$ cat src/rtl/usb_rgb_cmd_pkg.sv
// rtl/usb_rgb_cmd_pkg.sv - state codes, ASCII constants and character helpers for usb_rgb_cmd
package usb_rgb_cmd_pkg;

   typedef enum logic [2:0] {
      ST_IDLE,
      ST_GOT_CMD,
      ST_GOT_ARG,
      ST_GOT_Q,
      ST_DISCARD,
      ST_REPLY
   } state_t;

   typedef enum logic [1:0] {
      REP_NONE,
      REP_OK,
      REP_ER,
      REP_ST
   } rep_t;

   localparam logic [7:0] ASC_CR = 8'h0D;
   localparam logic [7:0] ASC_LF = 8'h0A;
   localparam logic [7:0] ASC_R  = 8'h52;
   localparam logic [7:0] ASC_G  = 8'h47;
   localparam logic [7:0] ASC_B  = 8'h42;
   localparam logic [7:0] ASC_Q  = 8'h3F;
   localparam logic [7:0] ASC_O  = 8'h4F;
   localparam logic [7:0] ASC_K  = 8'h4B;
   localparam logic [7:0] ASC_E  = 8'h45;

   function automatic logic [7:0] to_upper(input logic [7:0] c);
      return (c >= 8'h61 && c <= 8'h7A) ? c - 8'h20 : c;
   endfunction

   function automatic logic is_term(input logic [7:0] c);
      return (c == ASC_CR) || (c == ASC_LF);
   endfunction

   function automatic logic is_digit(input logic [7:0] c);
      return (c >= 8'h30) && (c <= 8'h39);
   endfunction

   function automatic logic is_hex(input logic [7:0] c);
      logic [7:0] u;
      u = to_upper(c);
      return is_digit(c) || ((u >= 8'h41) && (u <= 8'h46));
   endfunction

   // 'A'..'F' have low nibble 1..6, so adding 9 lands on 10..15
   function automatic logic [3:0] hex_to_nib(input logic [7:0] c);
      logic [7:0] u;
      u = to_upper(c);
      return is_digit(c) ? c[3:0] : u[3:0] + 4'd9;
   endfunction

   function automatic logic [7:0] nib_to_asc(input logic [3:0] n);
      return (n < 4'd10) ? {4'h3, n} : 8'h37 + {4'h0, n};
   endfunction

endpackage

$ cat src/rtl/rgb_pwm.sv
// rtl/rgb_pwm.sv - shared prescaler and 4-bit phase driving three active-low PWM pins
module rgb_pwm #(
   parameter int PWM_DIV = 256
) (
   input  logic       clk48,
   input  logic       rst_n,
   input  logic [3:0] lvl_r,
   input  logic [3:0] lvl_g,
   input  logic [3:0] lvl_b,
   output logic       led_r_n,
   output logic       led_g_n,
   output logic       led_b_n
);

   localparam int PW = (PWM_DIV > 1) ? $clog2(PWM_DIV) : 1;
   localparam logic [PW-1:0] PRE_MAX = PW'(PWM_DIV - 1);

   logic [PW-1:0] pre;
   logic [3:0]    phase;

   always_ff @(posedge clk48 or negedge rst_n) begin
      if (!rst_n) begin
         pre   <= '0;
         phase <= 4'd0;
      end else if (pre == PRE_MAX) begin
         pre   <= '0;
         phase <= phase + 4'd1;
      end else begin
         pre <= pre + 1'b1;
      end
   end

   // Combinational compare so a new level shows up the cycle after it is written
   assign led_r_n = !(phase < lvl_r);
   assign led_g_n = !(phase < lvl_g);
   assign led_b_n = !(phase < lvl_b);

endmodule

$ cat src/rtl/usb_rgb_cmd.sv
// rtl/usb_rgb_cmd.sv - ASCII command parser setting RGB LED levels, with text replies
module usb_rgb_cmd
   import usb_rgb_cmd_pkg::*;
#(
   parameter int PWM_DIV = 256
) (
   input  logic       clk48,
   input  logic       rst_n,
   input  logic [7:0] rx_data,
   input  logic       rx_valid,
   output logic       rx_ready,
   output logic [7:0] tx_data,
   output logic       tx_valid,
   input  logic       tx_ready,
   output logic       led_r_n,
   output logic       led_g_n,
   output logic       led_b_n
);

   state_t     state, state_n;
   rep_t       rep_kind;
   logic [1:0] chan;
   logic [3:0] digit;
   logic [3:0] lvl_r, lvl_g, lvl_b;
   logic [7:0] rbuf [5];
   logic [2:0] ridx, rlast;
   logic       latch_cmd, latch_dig, commit;
   logic [7:0] up;
   logic       rx_fire, tx_fire, term;

   assign rx_ready = (state != ST_REPLY);
   assign tx_valid = (state == ST_REPLY);
   assign tx_data  = tx_valid ? rbuf[ridx] : 8'h00;
   assign rx_fire  = rx_valid && rx_ready;
   assign tx_fire  = tx_valid && tx_ready;
   assign up       = to_upper(rx_data);
   assign term     = is_term(rx_data);

   always_comb begin
      state_n   = state;
      rep_kind  = REP_NONE;
      latch_cmd = 1'b0;
      latch_dig = 1'b0;
      commit    = 1'b0;
      case (state)
         ST_IDLE: if (rx_fire && !term) begin
            if (up == ASC_R || up == ASC_G || up == ASC_B) begin
               state_n   = ST_GOT_CMD;
               latch_cmd = 1'b1;
            end else if (rx_data == ASC_Q) begin
               state_n = ST_GOT_Q;
            end else begin
               state_n = ST_DISCARD;
            end
         end
         ST_GOT_CMD: if (rx_fire) begin
            if (term) begin
               state_n  = ST_REPLY;
               rep_kind = REP_ER;
            end else if (is_hex(rx_data)) begin
               state_n   = ST_GOT_ARG;
               latch_dig = 1'b1;
            end else begin
               state_n = ST_DISCARD;
            end
         end
         ST_GOT_ARG: if (rx_fire) begin
            if (term) begin
               state_n  = ST_REPLY;
               rep_kind = REP_OK;
               commit   = 1'b1;
            end else begin
               state_n = ST_DISCARD;
            end
         end
         ST_GOT_Q: if (rx_fire) begin
            if (term) begin
               state_n  = ST_REPLY;
               rep_kind = REP_ST;
            end else begin
               state_n = ST_DISCARD;
            end
         end
         ST_DISCARD: if (rx_fire && term) begin
            state_n  = ST_REPLY;
            rep_kind = REP_ER;
         end
         ST_REPLY: if (tx_fire && ridx == rlast) state_n = ST_IDLE;
         default: state_n = ST_IDLE;
      endcase
   end

   always_ff @(posedge clk48 or negedge rst_n) begin
      if (!rst_n) begin
         state <= ST_IDLE;
         chan  <= 2'd0;
         digit <= 4'd0;
         lvl_r <= 4'd0;
         lvl_g <= 4'd0;
         lvl_b <= 4'd0;
         rbuf  <= '{default: 8'h00};
         ridx  <= 3'd0;
         rlast <= 3'd0;
      end else begin
         state <= state_n;
         if (latch_cmd) chan <= (up == ASC_R) ? 2'd0 : (up == ASC_G) ? 2'd1 : 2'd2;
         if (latch_dig) digit <= hex_to_nib(rx_data);
         if (commit) begin
            case (chan)
               2'd0:    lvl_r <= digit;
               2'd1:    lvl_g <= digit;
               default: lvl_b <= digit;
            endcase
         end
         if (tx_fire) ridx <= ridx + 3'd1;
         // Status samples the levels as they stand when the TERM is accepted
         case (rep_kind)
            REP_OK: begin
               rbuf  <= '{ASC_O, ASC_K, ASC_CR, ASC_LF, 8'h00};
               rlast <= 3'd3;
               ridx  <= 3'd0;
            end
            REP_ER: begin
               rbuf  <= '{ASC_E, ASC_R, ASC_CR, ASC_LF, 8'h00};
               rlast <= 3'd3;
               ridx  <= 3'd0;
            end
            REP_ST: begin
               rbuf  <= '{nib_to_asc(lvl_r), nib_to_asc(lvl_g), nib_to_asc(lvl_b), ASC_CR, ASC_LF};
               rlast <= 3'd4;
               ridx  <= 3'd0;
            end
            default: ;
         endcase
      end
   end

   rgb_pwm #(.PWM_DIV(PWM_DIV)) u_pwm (
      .clk48   (clk48),
      .rst_n   (rst_n),
      .lvl_r   (lvl_r),
      .lvl_g   (lvl_g),
      .lvl_b   (lvl_b),
      .led_r_n (led_r_n),
      .led_g_n (led_g_n),
      .led_b_n (led_b_n)
   );

endmodule

$ cat config.mk
export PLATFORM = sky130hd
export DESIGN_NAME = usb_rgb_cmd
export DESIGN_NICKNAME = d
export VERILOG_FILES = /design/src/rtl/usb_rgb_cmd_pkg.sv /design/src/rtl/rgb_pwm.sv /design/src/rtl/usb_rgb_cmd.sv
export SDC_FILE = /design/constraint.sdc
export NUM_CORES = 1
export LEC_CHECK = 0
export BUFFER_PORTS_ARGS = -buffer_cell sky130_fd_sc_hd__clkbuf_2
export CAP_MARGIN = 30
export CORE_MARGIN = 2
export CORE_UTILIZATION = 42
export CTS_CLUSTER_SIZE = 16
export DETAILED_ROUTE_END_ITERATION = 8
export SLEW_MARGIN = 20
export SYNTH_ARGS = -nofsm -noshare
export SYNTH_HDL_FRONTEND = slang
export SYNTH_SLANG_ARGS = --single-unit
$ cat constraint.sdc
create_clock -name clk48 -period 2.83 [get_ports clk48]
set_input_delay 0.849 -clock clk48 [delete_from_list [all_inputs] [get_ports clk48]]
set_output_delay 0.849 -clock clk48 [all_outputs]
set_load 0.05 [all_outputs]
==> results_dict.tcl <==
set metrics [dict create \
    report.final.setup_viol 0 \
    io_buffers 23 \
    final_nets 462 \
    status "finished clean" \
    setup_ws_ns 0.1009 \
    cpMostUsedCell "nor2b_2" \
    rows 34 \
    grt_max_degree 25 \
    final_area_sq_um 4333 \
    overflow 0 \
    synth_cell_types 64 \
    diodes 0 \
    hpwl_mm 6.346 \
    layout-drive-gt1-share 0.2286 \
    dpl_cell_area_sq_um 4133 \
    p_per_area_nw_per_um2 595.8 \
    die_area_sq_um 9570 \
    period_share 0.9643 \
    die_w_um 97.83 \
    fin_worst_skew_ns 0.01021 \
    slew_headroom 0.6276 \
    seq_area_frac_synth 0.4129 \
    cpMaxStageDelayCell "dfrtp_1" \
    syn_area_sq_um 3697 \
    ys_seq_elements 61 \
    crit_family "simple AND/OR/NAND/NOR gates" \
    ant_nets 0 \
    min_period_ns 2.729 \
    layout_commonest_cell "dfrtp_1" \
    ios 25 \
    dr.first_iter.drc_count 104 \
    worstMarginPinSlew_ns 0.5587 \
    cts_tree "done" \
    drt-total-wl_mm 8.259 \
    final_cell_mix "dfrtp_1 (60), nand2_1 (31), o21ai_0 (28), a21oi_1 (27)" \
    cts_resized 0 \
    syn_area_per_cell_sq_um 9.755 \
    path_cells "nor2b_2 > nand2_1 > or2_2 > nor2b_2 > clkbuf_2" \
    clk_path_buf_depth 2 \
    chipHeight_um 97.83 \
    end_kind "output pin" \
    p_leak_nw 2.055 \
    clock-sinks 61 \
    numCtsBuffers 9 \
    clk_pin_slew_ns 0.07 \
    synth_ff_type "dfrtp_1" \
    wl_per_cell_um 15.27 \
    dp.cells 525 \
    viasPerCell 5.462 \
    cts.htree.levels 3 \
    ys_warn_count 0 \
    grt_pass1_wl_mm 14.30 \
    cts_setup_buffers 0 \
    max_cap_viol_count 0 \
    postCtsHoldBufs 0 \
    reg2reg_slack_ns 0.98 \
    grt_pass1_vias 2914 \
    synthCells 379 \
    track_usage 0.1829 \
    crit_buf_inv 1 \
    via_count 2955 \
    antenna_found_initial 0 \
    routabilityCongestion 0.8495 \
    hold_violations 0 \
    grt_setup_unrepaired "no" \
    syn_nets 413 \
    synthArstFlopShare 1.000 \
    layout.cells.non_filler 541 \
    worstPathRequired_ns 1.98 \
    clk_latency_ns 0.34 \
    hold_class "reg2reg" \
    start_util 0.4281 \
    peakVddDrop_mv 0.2695 \
    arrival_ns 1.88 \
    cts_root_buf "clkbuf_8" \
    synth_edf_count 0 \
    max_freq_ghz 0.3664 \
    coreArea_sq_um 8636 \
    dp_slack_ns -0.08278 \
    area_growth_pct 17.19 \
    crit_path_start_kind "flop" \
    finalPower_w 0.002582 \
    path_max_fanout 8 \
    drcViolationCount 0 \
    crit_type "reg2out" \
    slew_viol_final 0 \
    firstDrtPassIters 4 \
    cpPeakStageDelay_ns 0.47 \
]
[power breakdown]
group,switching (W),leakage (nW),internal (W)
Clock,0.000347,0.0923,0.000405
Combinational,0.000365,1.18,0.000319
Sequential,0.000155,0.779,0.000990
[per-stage QoR]
step            TNS (ns)  hold WS, ns  utilization
2_1_floorplan    -0.4022       0.4335            -
5_1_grt                0       0.4909       0.5017
3_3_place_gp   -0.002235       0.4516       0.4786
4_1_cts                0       0.4708       0.5007
6_report               0       0.4691       0.5017
3_5_place_dp     -0.3114       0.4512       0.4786
[Yosys cell counts, types with 5 or more instances]
cell | n | area [sq um]
a31oi_1 | 6 | 37.54
nor2_1 | 29 | 108.9
nand3_1 | 9 | 45.04
clkbuf_1 | 5 | 18.77
a21oi_1 | 27 | 135.1
nor3_1 | 7 | 35.03
a22o_1 | 6 | 52.55
nor2b_1 | 9 | 56.30
o21a_1 | 5 | 37.54
dfrtp_1 | 61 | 1526
ha_1 | 22 | 275.3
mux2_2 | 9 | 101.4
nand2b_1 | 6 | 37.54
xor2_1 | 7 | 61.31
xnor2_1 | 10 | 87.58
nand2_1 | 31 | 116.4
inv_1 | 24 | 90.09
o21ai_0 | 28 | 140.1
[routing by layer]
layer / up-vias / global-route usage / routed length [um]
li1: 1450 / - / -
met4: 0 / 0.05876 / 119
met1: 1455 / 0.2550 / 4076
met2: 38 / 0.2914 / 3848
met5: - / 0 / 0
met3: 12 / 0.03150 / 214
[layout make-up]
cell class                 count  area [sq um]
clock buffer                  10         127.6
clock inverter                 6         63.81
fill                         806          4303
inverter                      24         90.09
multi-input combinational    280          2013
sequential                    61          1528
tap                          108         135.1
timing repair buffer          52         375.4
[path summary, 6_finish.rpt]
kind / start / endpoint / cells after the start
setup reg to reg: state[2] / lvl_g[1] / 6
min in group asynchronous: rst_n / ridx[1] / 1
hold reg to reg: rbuf[11] / rbuf[11] / 1
hold / removal: rbuf[11] / rbuf[11] / 1
setup / recovery: state[1] / tx_data[0] / 5
max in group asynchronous: rst_n / digit[3] / 2
[worst register-to-register path, cell delays in order, from the launching register on]
cell and delay (ns):
dfrtp_1 0.38, buf_4 0.18, nor2b_1 0.28, nand3_2 0.16, buf_12 0.16, nor4b_4 0.42, o21ai_0 0.14
[state kept, by name, indices dropped and copies added, names as in the netlist]
name         cells
lvl_b            4
lvl_g            4
rbuf            23
digit            4
u_pwm.phase      4
state            3
u_pwm.pre        8
lvl_r            4
ridx             3
chan             2
rlast            2
[cell families after synthesis]
kind of cell    Yosys count  synth area share
fa+ha+maj                22           0.07445
xor+xnor                 17           0.04027
mux                      21           0.07479
simple gates            120            0.1780
compound gates           99            0.1719
other cells               1          0.001014
flops                    61            0.4129
buf+inv                  38           0.04670
Note: power is estimated with default switching activity, not from simulation.
